===== src/rtl/spi_reg_bank.sv =====
// SPI mode-0 peripheral register bank: 1+ADDR_W+DATA_W bit frames, MSB-first, writes commit one clk after the last sclk rise.
// Define SPI_REG_BANK_READBACK_EN to return register contents on cipo for read frames (R/W = 0).
module spi_reg_bank #(
  parameter int NUM_REGS = 5,
  parameter int DATA_W   = 8,
  parameter int ADDR_W   = 7
) (
  input  logic                         clk,
  input  logic                         rst_n,
  input  logic                         sclk,
  input  logic                         ncs,
  input  logic                         copi,
  output logic                         cipo,
  output logic                         cipo_oe,
  output logic [NUM_REGS*DATA_W-1:0]   regs_flat,
  output logic                         wr_strobe,
  output logic [ADDR_W-1:0]            wr_addr,
  output logic                         frame_err
);

  localparam int FRAME_W = 1 + ADDR_W + DATA_W;
  localparam int CNT_W   = $clog2(FRAME_W + 1);
  localparam logic [CNT_W-1:0] CNT_FULL = CNT_W'(FRAME_W);
  localparam logic [CNT_W-1:0] CNT_LAST = CNT_W'(FRAME_W - 1);

  // Bit [0] is the metastability stage, [1] the synchronised value, [2] its previous value for edge detection.
  logic [2:0] sclk_q, sclk_d;
  logic [2:0] ncs_q, ncs_d;
  logic [1:0] copi_q, copi_d;

  logic                        active_q, active_d;
  logic [CNT_W-1:0]            cnt_q, cnt_d;
  logic [FRAME_W-2:0]          shift_q, shift_d;
  logic [NUM_REGS*DATA_W-1:0]  regs_q, regs_d;
  logic                        wr_strobe_q, wr_strobe_d;
  logic [ADDR_W-1:0]           wr_addr_q, wr_addr_d;
  logic                        frame_err_q, frame_err_d;

  logic               sclk_rise, ncs_fall, ncs_rise;
  logic [FRAME_W-1:0] frame;
  logic [ADDR_W-1:0]  frame_addr;

  assign sclk_rise  = sclk_q[1] & ~sclk_q[2];
  assign ncs_fall   = ~ncs_q[1] & ncs_q[2];
  assign ncs_rise   = ncs_q[1] & ~ncs_q[2];
  assign frame      = {shift_q, copi_q[1]};
  assign frame_addr = frame[DATA_W +: ADDR_W];

`ifdef SPI_REG_BANK_READBACK_EN
  localparam logic [CNT_W-1:0] CNT_HDR  = CNT_W'(ADDR_W);
  localparam logic [CNT_W-1:0] CNT_DATA = CNT_W'(ADDR_W + 1);

  logic              sclk_fall;
  logic [ADDR_W:0]   hdr;
  logic              rd_vld_q, rd_vld_d;
  logic [DATA_W-1:0] rd_sh_q, rd_sh_d;
  logic              cipo_q, cipo_d;

  assign sclk_fall = ~sclk_q[1] & sclk_q[2];
  assign hdr       = {shift_q[ADDR_W-1:0], copi_q[1]};
`endif

  always_comb begin
    sclk_d      = {sclk_q[1:0], sclk};
    ncs_d       = {ncs_q[1:0], ncs};
    copi_d      = {copi_q[0], copi};
    active_d    = active_q;
    cnt_d       = cnt_q;
    shift_d     = shift_q;
    regs_d      = regs_q;
    wr_strobe_d = 1'b0;
    wr_addr_d   = wr_addr_q;
    frame_err_d = 1'b0;

    // Deassertion wins over a coincident final sclk rise, so a late ncs release always discards the frame.
    if (ncs_rise) begin
      frame_err_d = active_q && (cnt_q != '0) && (cnt_q != CNT_FULL);
      active_d    = 1'b0;
    end else if (ncs_fall) begin
      active_d = 1'b1;
      cnt_d    = '0;
      shift_d  = '0;
    end else if (active_q && sclk_rise && (cnt_q != CNT_FULL)) begin
      cnt_d   = cnt_q + CNT_W'(1);
      shift_d = frame[FRAME_W-2:0];
      if ((cnt_q == CNT_LAST) && frame[FRAME_W-1]) begin
        for (int i = 0; i < NUM_REGS; i++) begin
          if (frame_addr == ADDR_W'(i)) begin
            regs_d[i*DATA_W +: DATA_W] = frame[DATA_W-1:0];
            wr_strobe_d                = 1'b1;
            wr_addr_d                  = frame_addr;
          end
        end
      end
    end

`ifdef SPI_REG_BANK_READBACK_EN
    rd_vld_d = rd_vld_q;
    rd_sh_d  = rd_sh_q;
    cipo_d   = cipo_q;
    if (ncs_rise || ncs_fall || !active_q) begin
      rd_vld_d = 1'b0;
      cipo_d   = 1'b0;
    end else if (sclk_rise && (cnt_q == CNT_HDR)) begin
      rd_vld_d = 1'b0;
      rd_sh_d  = '0;
      if (!hdr[ADDR_W]) begin
        for (int i = 0; i < NUM_REGS; i++) begin
          if (hdr[ADDR_W-1:0] == ADDR_W'(i)) begin
            rd_vld_d = 1'b1;
            rd_sh_d  = regs_q[i*DATA_W +: DATA_W];
          end
        end
      end
    end else if (sclk_fall) begin
      // Falls between the last address rise and the final data rise present the next data bit.
      if (rd_vld_q && (cnt_q >= CNT_DATA) && (cnt_q != CNT_FULL)) begin
        cipo_d  = rd_sh_q[DATA_W-1];
        rd_sh_d = rd_sh_q << 1;
      end else begin
        cipo_d = 1'b0;
      end
    end
`endif
  end

  always_ff @(posedge clk or negedge rst_n) begin
    if (!rst_n) begin
      sclk_q      <= '0;
      ncs_q       <= '0;
      copi_q      <= '0;
      active_q    <= 1'b0;
      cnt_q       <= '0;
      shift_q     <= '0;
      regs_q      <= '0;
      wr_strobe_q <= 1'b0;
      wr_addr_q   <= '0;
      frame_err_q <= 1'b0;
    end else begin
      sclk_q      <= sclk_d;
      ncs_q       <= ncs_d;
      copi_q      <= copi_d;
      active_q    <= active_d;
      cnt_q       <= cnt_d;
      shift_q     <= shift_d;
      regs_q      <= regs_d;
      wr_strobe_q <= wr_strobe_d;
      wr_addr_q   <= wr_addr_d;
      frame_err_q <= frame_err_d;
    end
  end

`ifdef SPI_REG_BANK_READBACK_EN
  always_ff @(posedge clk or negedge rst_n) begin
    if (!rst_n) begin
      rd_vld_q <= 1'b0;
      rd_sh_q  <= '0;
      cipo_q   <= 1'b0;
    end else begin
      rd_vld_q <= rd_vld_d;
      rd_sh_q  <= rd_sh_d;
      cipo_q   <= cipo_d;
    end
  end

  assign cipo    = cipo_q;
  assign cipo_oe = active_q;
`else
  assign cipo    = 1'b0;
  assign cipo_oe = 1'b0;
`endif

  assign regs_flat = regs_q;
  assign wr_strobe = wr_strobe_q;
  assign wr_addr   = wr_addr_q;
  assign frame_err = frame_err_q;

endmodule


===== config.mk =====
export PLATFORM = sky130hd
export DESIGN_NAME = spi_reg_bank
export DESIGN_NICKNAME = d
export VERILOG_FILES = /design/src/rtl/spi_reg_bank.sv
export SDC_FILE = /design/constraint.sdc
export NUM_CORES = 1
export LEC_CHECK = 0
export ABC_CLOCK_PERIOD_IN_PS = 3900
export BUFFER_PORTS_ARGS = -buffer_cell sky130_fd_sc_hd__buf_2
export CAP_MARGIN = 20
export CORE_ASPECT_RATIO = 0.5
export CORE_MARGIN = 3
export CORE_UTILIZATION = 28
export CTS_CLUSTER_DIAMETER = 120
export DETAILED_ROUTE_END_ITERATION = 16
export GPL_ROUTABILITY_DRIVEN = 0
export GPL_TIMING_DRIVEN = 0
export SYNTH_ARGS = -nofsm -noshare
export SYNTH_HDL_FRONTEND = slang
export SYNTH_SLANG_ARGS = --single-unit
export TNS_END_PERCENT = 5

===== constraint.sdc =====
create_clock -name clk -period 3.9 [get_ports clk]
set_clock_uncertainty 0.2 [all_clocks]
set_input_delay 0.195 -clock clk [delete_from_list [all_inputs] [get_ports clk]]
set_output_delay 0.195 -clock clk [all_outputs]
set_load 0.005 [all_outputs]

==> impl_metrics.ini, run 1 <==
[pwr]
max-vdd-ir-drop_uv = 225
leakage_uw = 0.00206
power_density_nw_per_um2 = 451
power_uw = 1730

[cts]
cts_max_level = 3
clockRootBuffer = clkbuf_16
clock_sinks = 78
cts-buffers-inserted = 9
clk_pin_slew_ns = 0.06
cts_resized = 0
cts_tree = built
clk_latency_ns = 0.33
clockBufferDepth = 2

[sta]
tns_ns = 0
fmax_mhz = 326
period_share_pct = 78.7
max_slew.worst_pin.slew_ns = 0.672
hold_viol = 0
final_max_slew_viol_count = 0
min_period_ns = 3.07
rsz0062_at_grt = false
slew_headroom_pct = 55.1
fin_ws_ns = 0.832
finalSetupViolations = 0

[die]
num_rows = 26
die_h_um = 79.5
start_util_pct = 29.2
io_pins = 56
placeableCoreArea_um2 = 10400
die_x_um = 153
dieArea_um2 = 12200

[global_routing]
first_global_vias = 1901
grtUsageTotal_pct = 10.5
grt_max_degree = 42
grt_pass1_wl_mm = 9.98
antenna_found_initial = 0
gr-total-overflow = 0

[final_layout]
syn_to_final_growth_pct = 26.7
stdcell_count = 410
fin_nets = 275
antenna_cells = 0
drive_gt1_share_pct = 47.8

[setup_path]
arrival_ns = 3.08
endpoint_kind = flop
path_class = flop to flop
crit_fanout = 8
critPathLaunchType = flop
r2r_slack_ns = 0.83
worstPathRequired_ns = 3.91

[route]
drt-pass1-iter-count = 4
drtIter0Drc = 146
viasPerCell = 4.49
route.detailed.drc = 0
vias = 1839
drt_wl_total_mm = 5.97
postRouteAntennaNets = 0
drt-wirelength-per-cell_um = 14.6

[place]
portBuffers = 53
place_hpwl_mm = 4.25
dp_cells = 390
dpl_worst_slack_ns = 0.827

[yosys]
async_flop_share_pct = 100
syn_avg_cell_area_um2 = 15.5
ys.flop_type = dfrtp_1
yosysMostFrequentCell = dfrtp_1
ys_ff_latch = 78
seq_area_frac_synth_pct = 64.5
synth_common_cells = dfrtp_1, mux2_2, a22o_1
yosysTopAreaCellShare_pct = 64.5
synth.area.top_cells = dfrtp_1, mux2_2, a22o_1
netlist_area_um2 = 3030
yosysWarnings = 0
synth_cell_types = 31
synthCells = 195
yosysTopAreaCell = dfrtp_1
synth_edf_count = 0

[hold_path]
hold_path.class = flop to flop

[outcome]
status = completed

[run]
max_cap_viol_count = 0
through the flow:
stage	utilization (%)	instance area (um2)	hold slack (ns)
final	36.9	3830	0.152
after global routing	36.9	3830	0.167
after CTS	36.9	3830	0.155
after detailed placement	33.7	3490	-0.00311
after global placement	33.4	3470	0.104
after floorplan	-	3030	-0.301
worst max-delay path: stages (launching register included):
cell	delay, ns
dfrtp_1	0.40
ha_1	0.22
and3_1	0.17
ha_1	0.13
or4b_4	0.47
a2111oi_4	0.52
nand4b_2	0.45
mux2_2	0.40
cell usage in the layout (no fill, tap or decap):
master and count:
a2111oi_0 1, a2111oi_4 1, a21o_1 1, a21oi_1 1
a221o_1 1, a22o_1 15, a22o_2 2, and2b_1 1
and3_1 2, and3_2 1, buf_12 1, buf_2 52
buf_4 5, bufinv_16 1, clkbuf_1 5, clkbuf_16 9
clkbuf_8 2, clkinv_2 3, clkinv_4 1, clkinvlp_4 1
conb_1 2, dfrtp_1 78, dlygate4sd3_1 4, ha_1 5
inv_1 6, mux2_2 44, nand2_1 2, nand3_2 1
nand3b_1 1, nand4_2 2, nand4b_2 2, nor2_1 3
nor2b_1 5, nor3b_1 2, o21a_1 1, o21ai_0 3
o21bai_1 1, or2b_1 1, or4b_4 1
registers in the layout, summed over array words and instances (netlist names), 2 cells and up:
register,count
shift_q,15
wr_addr,7
regs_flat,40
copi_q,2
ncs_q,3
sclk_q,3
cnt_q,5
power by group:
part	internal [uW]	switching (uW)	total [uW]
Combinational	26.6	42.3	69.0
Clock	510	311	820
Sequential	824	15.3	840
repair_timing:
| action | in CTS | in global routing |
|---|---|---|
| hold endpoints to repair | 40 | 0 |
| hold buffers | 4 | 0 |
| buffers inserted | 0 | 0 |
| setup endpoints to repair | 0 | 0 |
layout make-up:
type                       count  area [um2]
multi-input combinational    102         992
inverter                       6        22.5
clock inverter                 6        61.3
clock buffer                  10         239
sequential                    78        1950
timing repair buffer          58         328
fill                         979        6550
tap                          140         175
buffer                        10        62.6
final timing paths:
| path | endpoint | cells after the start | start |
|---|---|---|---|
| min in group asynchronous | shift_q[12]$_DFFE_PN0P_ | 2 | rst_n |
| worst min register to register | copi_q[1]$_DFF_PN0_ | 0 | copi_q[0]$_DFF_PN0_ |
| worst min-delay path | copi_q[1]$_DFF_PN0_ | 0 | copi_q[0]$_DFF_PN0_ |
| worst max register to register | regs_flat[15]$_DFFE_PN0P_ | 7 | cnt_q[0]$_DFFE_PN0P_ |
| worst max-delay path | regs_flat[15]$_DFFE_PN0P_ | 7 | cnt_q[0]$_DFFE_PN0P_ |
| max in group asynchronous | copi_q[1]$_DFF_PN0_ | 3 | rst_n |
logic make-up (layout without fill, tap and decap cells):
group                      count (synthesis)  in the layout  synth area share [%]
other                                      1              2                 0.124
and+or+nand+nor                           24             24                  6.16
AOI/OAI and AO/OA                         27             27                  7.94
adders and majority gates                  5              5                  2.07
DFF                                       78             78                  64.5
buffers and inverters                     16             90                  2.81
muxes                                     44             44                  16.4
layer usage:
layer | routed length (um) | track usage (%)
met1 | 2700 | 12.9
met4 | 94 | 3.73
met3 | 232 | 4.22
met2 | 2950 | 16.9
met5 | 0 | 0
(Power assumes the default switching activity.)
==> run 2: changes to the inputs <==
--- a/config.mk
+++ b/config.mk
@@ -5,7 +5,8 @@
 export SDC_FILE = /design/constraint.sdc
 export NUM_CORES = 1
 export LEC_CHECK = 0
-export ABC_CLOCK_PERIOD_IN_PS = 3900
+export ABC_AREA = 1
+export ABC_CLOCK_PERIOD_IN_PS = 3200
 export BUFFER_PORTS_ARGS = -buffer_cell sky130_fd_sc_hd__buf_2
 export CAP_MARGIN = 20
 export CORE_ASPECT_RATIO = 0.5
==> constraint.sdc (replaced) <==
create_clock -name clk -period 3.2 [get_ports clk]
set_clock_uncertainty 0.2 [all_clocks]
set_input_delay 0.16 -clock clk [delete_from_list [all_inputs] [get_ports clk]]
set_output_delay 0.16 -clock clk [all_outputs]
set_load 0.005 [all_outputs]
==> run 2 against run 1 <==
Against the previous run:
- via count up 32%
- setup slack better by 0.28 ns
- routed wire length up 20%
- critical path depth up 4
- power up 20%
- sequential share of layout area down 2.1 points
==> impl_metrics.ini, run 2 <==
[outcome]
status = completed

[global_routing]
first_global_vias = 2373
grtUsageTotal_pct = 12.0
antenna_found_initial = 0
grt_pass1_wl_mm = 12.1
gr-total-overflow = 0
grt_max_degree = 62

[die]
die_h_um = 81.5
die_x_um = 157
io_pins = 56
placeableCoreArea_um2 = 10600
dieArea_um2 = 12800
start_util_pct = 30.0
num_rows = 26

[cts]
clk_pin_slew_ns = 0.06
cts_max_level = 3
clock_sinks = 78
cts-buffers-inserted = 9
cts_resized = 0
clk_latency_ns = 0.33
clockBufferDepth = 2
cts_tree = built
clockRootBuffer = clkbuf_16

[final_layout]
final_area_um2 = 4000
syn_to_final_growth_pct = 25.2
fin_nets = 426
layout_commonest_cell = nand2_1
stdcell_count = 561
fill_cells = 1090
layout_common_cells = nand2_1, dfrtp_1, buf_2
largest_reg_flops = 40
antenna_cells = 0
drive_gt1_share_pct = 22.6

[hold_path]
hold_path.class = input pin to async pin

[pwr]
combPwrFrac_pct = 4.0
p_int_uw = 1620
max-vdd-ir-drop_uv = 212
power_uw = 2080
pwr-share-clk_pct = 46.7
p_switching_uw = 454
sw_frac_of_total_pct = 21.9
power_density_nw_per_um2 = 520
leakage_uw = 0.00227
seq_power_share_pct = 49.3

[place]
dp_cells = 541
place_hpwl_mm = 5.00
portBuffers = 53
dpl_cell_area_um2 = 3670

[setup_path]
critPathLaunchType = flop
worstSetupEndpoint = regs_flat[11]$_DFFE_PN0P_
worstPathRequired_ns = 3.26
r2r-end = regs_flat[11]$_DFFE_PN0P_
crit_start = cnt_q[0]$_DFFE_PN0P_
regToRegStartpoint = cnt_q[0]$_DFFE_PN0P_
arrival_ns = 2.16
path_class = flop to flop
endpoint_kind = flop
crit_fanout = 10
r2r_cells = 11
r2r_slack_ns = 1.11

[sta]
hold_viol = 0
min_period_ns = 2.09
fmax_mhz = 478
period_share_pct = 65.4
final_max_slew_viol_count = 0
tns_ns = 0
rsz0062_at_grt = false
finalSetupViolations = 0

[yosys]
ys.flop_type = dfrtp_1
yosysMostFrequentCell = nand2_1
synth_edf_count = 0
syn_avg_cell_area_um2 = 9.23
synth_cell_types = 22
synth_common_cells = nand2_1, dfrtp_1, nand3_1
async_flop_share_pct = 100
netlist_area_um2 = 3190
ys_ff_latch = 78
yosysTopAreaCell = dfrtp_1
synthCells = 346
synth.area.top_cells = dfrtp_1, nand2_1, nand3_1
yosysWarnings = 0
yosysTopAreaCellShare_pct = 61.1
seq_area_frac_synth_pct = 61.1

[route]
drt-pass1-iter-count = 4
postRouteAntennaNets = 0
drt-wirelength-per-cell_um = 12.8
route.detailed.drc = 0
vias = 2420
drt_wl_total_mm = 7.19
viasPerCell = 4.31
drtIter0Drc = 154

[run]
max_cap_viol_count = 0
-- run 2: cell types whose count changed after synthesis, sizes merged, moves of 2 or more --
cell / delta
nand4b: -2
clkbuf: -6
nor2b: -5
inv: +17
nand3: +48
buf: +5
mux2: -44
nand2: +145
and3: -3
a22o: -17
nor2: +12
o21ai: +8
a2111oi: -2
-- run 2: logic make-up (layout without fill, tap and decap cells) --
| kind of cell | after synthesis | count (layout) | share of synthesized area (%) |
|---|---|---|---|
| other | 1 | 2 | 0.117 |
| and+or+nand+nor | 216 | 216 | 29.8 |
| AOI/OAI and AO/OA | 12 | 12 | 1.88 |
| xor gates and xnor gates | 1 | 1 | 0.274 |
| buffers and inverters | 33 | 107 | 4.86 |
| DFF | 78 | 78 | 61.1 |
| adders and majority gates | 5 | 5 | 1.96 |
-- run 2: through the flow --
stage | setup slack, ns | util, % | hold slack (ns)
final | 1.11 | 37.6 | 0.0541
after global routing | 0.875 | 37.6 | 0.0835
after CTS | 1.08 | 37.6 | 0.0531
after detailed placement | 1.10 | 34.5 | -0.147
after global placement | 1.14 | 34.2 | 0.0689
after floorplan | 1.37 | - | -0.336
-- run 2: layout make-up --
class,instances,area (um2),area share (%)
multi-input combinational,236,1090,27.3
tap,140,175,4.38
sequential,78,1950,48.8
inverter,24,90.1,2.25
clock inverter,2,15.0,0.376
timing repair buffer,58,335,8.39
buffer,9,65.1,1.63
clock buffer,14,274,6.86
-- run 2: worst min-delay path by stage --
stage	startpoint	end	slack, ns	cells past startpoint
5_1_grt	rst_n	frame_err$_DFF_PN0_	0.08	2
4_1_cts	rst_n	frame_err$_DFF_PN0_	0.05	2
3_5_place_dp	rst_n	frame_err$_DFF_PN0_	-0.15	1
6_report	rst_n	frame_err$_DFF_PN0_	0.05	2
2_1_floorplan	rst_n	active_q$_DFFE_PN0N_	-0.34	0
3_3_place_gp	copi	copi_q[0]$_DFF_PN0_	0.07	1
-- run 2: timing repair --
item,in CTS,in global routing
hold endpoints to repair,81,0
buffers inserted,0,0
endpoints found under the setup margin,0,0
hold buffers,4,0
-- run 2: layer usage --
| metal | GRT usage [%] | vias to the layer above | wire [um] |
|---|---|---|---|
| met4 | 3.38 | 0 | 89 |
| li1 | - | 1223 | - |
| met1 | 16.7 | 1152 | 3500 |
| met5 | 0 | - | 0 |
| met2 | 18.4 | 39 | 3290 |
| met3 | 3.26 | 6 | 306 |
-- run 2: critical path, cell delays in order (launching register included) --
cell and delay (ns):
dfrtp_1 0.41, ha_1 0.19, nand2_1 0.07, nor2_1 0.11, ha_1 0.15, nand2_1 0.06, inv_2 0.10, nand2_1 0.13
nor2_8 0.23, buf_4 0.20, nand3_1 0.09, nand2_1 0.09
-- run 2: power by group through the flow --
stage          clock network (uW)  logic, uW  registers, uW
3_3_place_gp                    0       75.2           1040
2_1_floorplan                   0       42.6           1030
5_1_grt                      1040       96.8           1030
3_5_place_dp                    0       80.8           1040
4_1_cts                       994       85.3           1020
6_report                      971       82.1           1020
==> run 3: changes to the inputs <==
--- a/config.mk
+++ b/config.mk
@@ -6,7 +6,7 @@
 export NUM_CORES = 1
 export LEC_CHECK = 0
 export ABC_AREA = 1
-export ABC_CLOCK_PERIOD_IN_PS = 3200
+export ABC_CLOCK_PERIOD_IN_PS = 1900
 export BUFFER_PORTS_ARGS = -buffer_cell sky130_fd_sc_hd__buf_2
 export CAP_MARGIN = 20
 export CORE_ASPECT_RATIO = 0.5
==> constraint.sdc (replaced) <==
create_clock -name clk -period 1.9 [get_ports clk]
set_clock_uncertainty 0.2 [all_clocks]
set_input_delay 0.095 -clock clk [delete_from_list [all_inputs] [get_ports clk]]
set_output_delay 0.095 -clock clk [all_outputs]
set_load 0.005 [all_outputs]
==> run 3 against run 2 <==
Against the previous run:
- the flow now finishes with violations (setup timing)
- flip-flop and latch count is the same
- die area is the same
- clock power grew 69%
- core utilization grew 2.0 points
- setup slack lost 1.1 ns
- power grew 71%
- sequential power grew 69%
- critical path depth is the same
- routed wire length grew 4.0%
- largest cell class unchanged
==> impl_metrics.ini, run 3 (synthesized netlist as in run 2, its figures left out) <==
[setup_path]
crit_fanout = 8
path_class = flop to flop
critical-path-slowest-cell = dfrtp_1
slowest_delay_ns = 0.39
critPathLaunchType = flop
cp_num_buf_inv = 4
arrival_ns = 1.94
worstPathRequired_ns = 1.92
endpoint_kind = flop
cpLargestDelayFamily = simple AND/OR/NAND/NOR gates
path_cells = buf_4 -> inv_1 -> ha_2 -> nand3_4 -> nand2_4 -> buf_4 -> nor2_4 -> buf_12 -> nand2_4 -> nand2_1 -> nand2_1

[die]
io_pins = 56
placeableCoreArea_um2 = 10600
num_rows = 26
dieArea_um2 = 12800
die_h_um = 81.5
die_x_um = 157
start_util_pct = 30.0

[hold_path]
hold_path.class = input pin to async pin

[final_layout]
layout_common_cells = nand2_1, dfrtp_1, buf_2
seq_area_um2 = 1950
stdcell_count = 570
fin_nets = 435
multi_input_area_um2 = 1220
drive_gt1_share_pct = 28.8
antenna_cells = 0
syn_to_final_growth_pct = 32.0
largest_reg_flops = 40
layout_commonest_cell = nand2_1
fill_cells = 1059
final_area_um2 = 4210

[cts]
clock_sinks = 78
clockRootBuffer = clkbuf_16
cts_tree = built
cts_max_level = 3
cts-buffers-inserted = 9
clk_latency_ns = 0.33
clockBufferDepth = 2
clk_pin_slew_ns = 0.06

[pwr]
power_density_nw_per_um2 = 841
power_uw = 3540
max-vdd-ir-drop_uv = 358
leakage_uw = 0.00236

[route]
route.detailed.drc = 0
drtIter0Drc = 128
drt-wirelength-per-cell_um = 13.1
drt-pass1-iter-count = 5
postRouteAntennaNets = 0
drt_wl_total_mm = 7.48
viasPerCell = 4.40
vias = 2506

[sta]
tns_ns = -0.0473
finalSetupViolations = 11
period_share_pct = 101
min_period_ns = 1.91
max_slew.worst_pin.slew_ns = 0.749
final_max_slew_viol_count = 0
rsz0062_at_grt = true
hold_viol = 0
fin_ws_ns = -0.0105
slew_headroom_pct = 49.9
fmax_mhz = 523
hold_slack_ns = 0.114

[global_routing]
antenna_found_initial = 0
grt_max_degree = 62
grt_pass1_wl_mm = 12.4
grtUsageTotal_pct = 12.3
first_global_vias = 2423
gr-total-overflow = 0

[place]
place_hpwl_mm = 5.00
portBuffers = 53
dp_cells = 541
dpl_cell_area_um2 = 3670

[outcome]
violations = setup timing
status = finished with violations

[run]
max_cap_viol_count = 0
==> run 3: layer usage <==
layer / part of all wire (%) / track usage [%] / up-vias
met1: 49 / 17.2 / 1214
met2: 46 / 18.9 / 36
met4: 1.2 / 3.38 / 0
met5: 0 / 0 / -
met3: 3.6 / 3.26 / 9
li1: - / - / 1247
==> run 3: per-stage QoR <==
step,worst slack [ns],utilization (%)
4_1_cts,-0.0449,38.4
2_1_floorplan,0.0718,-
3_5_place_dp,-0.198,34.5
6_report,-0.0105,39.6
5_1_grt,-0.163,39.6
3_3_place_gp,-0.160,34.2
==> run 3: path summary, 6_finish.rpt <==
kind	start	cells past startpoint	endpoint	slack, ns
worst max-delay path	cnt_q[1]$_DFFE_PN0P_	11	regs_flat[20]$_DFFE_PN0P_	-0.01
worst min-delay path	rst_n	3	cnt_q[3]$_DFFE_PN0P_	0.11
worst max register to register	cnt_q[1]$_DFFE_PN0P_	11	regs_flat[20]$_DFFE_PN0P_	-0.01
worst min register to register	copi_q[0]$_DFF_PN0_	0	copi_q[1]$_DFF_PN0_	0.15
max in group asynchronous	rst_n	3	regs_flat[12]$_DFFE_PN0P_	0.27
min in group clk	copi_q[0]$_DFF_PN0_	0	copi_q[1]$_DFF_PN0_	0.15
==> run 3: final cells by class <==
type                    instances  area share, %
inverters                      24           2.14
well taps                     140           4.16
plain buffers                   9           1.87
clock buffers                  14           6.50
repair buffers                 66           9.74
flip-flops and latches         78           46.3
clock inverters                 2          0.356
multi-input cells             237           28.9
==> run 3: timing repair <==
action,4_1_cts,5_1_grt
setup buffers,3,3
endpoints found under the setup margin,40,68
pin swaps,2,4
hold endpoints to repair,81,0
cloned,1,1
hold buffers,5,0
resized for setup,6,32
==> run 3: power by group <==
group          switching (uW)  total [uW]  internal [uW]  leakage, uW
registers                34.2        1720           1690      0.00107
clock network             643        1640            993     0.000135
logic                     109         183           74.1      0.00116
==> run 3: worst register-to-register path, cell delays in order, from the launching register on <==
cell	delay, ns
dfrtp_1	0.39
buf_4	0.14
inv_1	0.04
ha_2	0.19
nand3_4	0.11
nand2_4	0.08
buf_4	0.17
nor2_4	0.12
buf_12	0.15
nand2_4	0.09
nand2_1	0.09
nand2_1	0.05
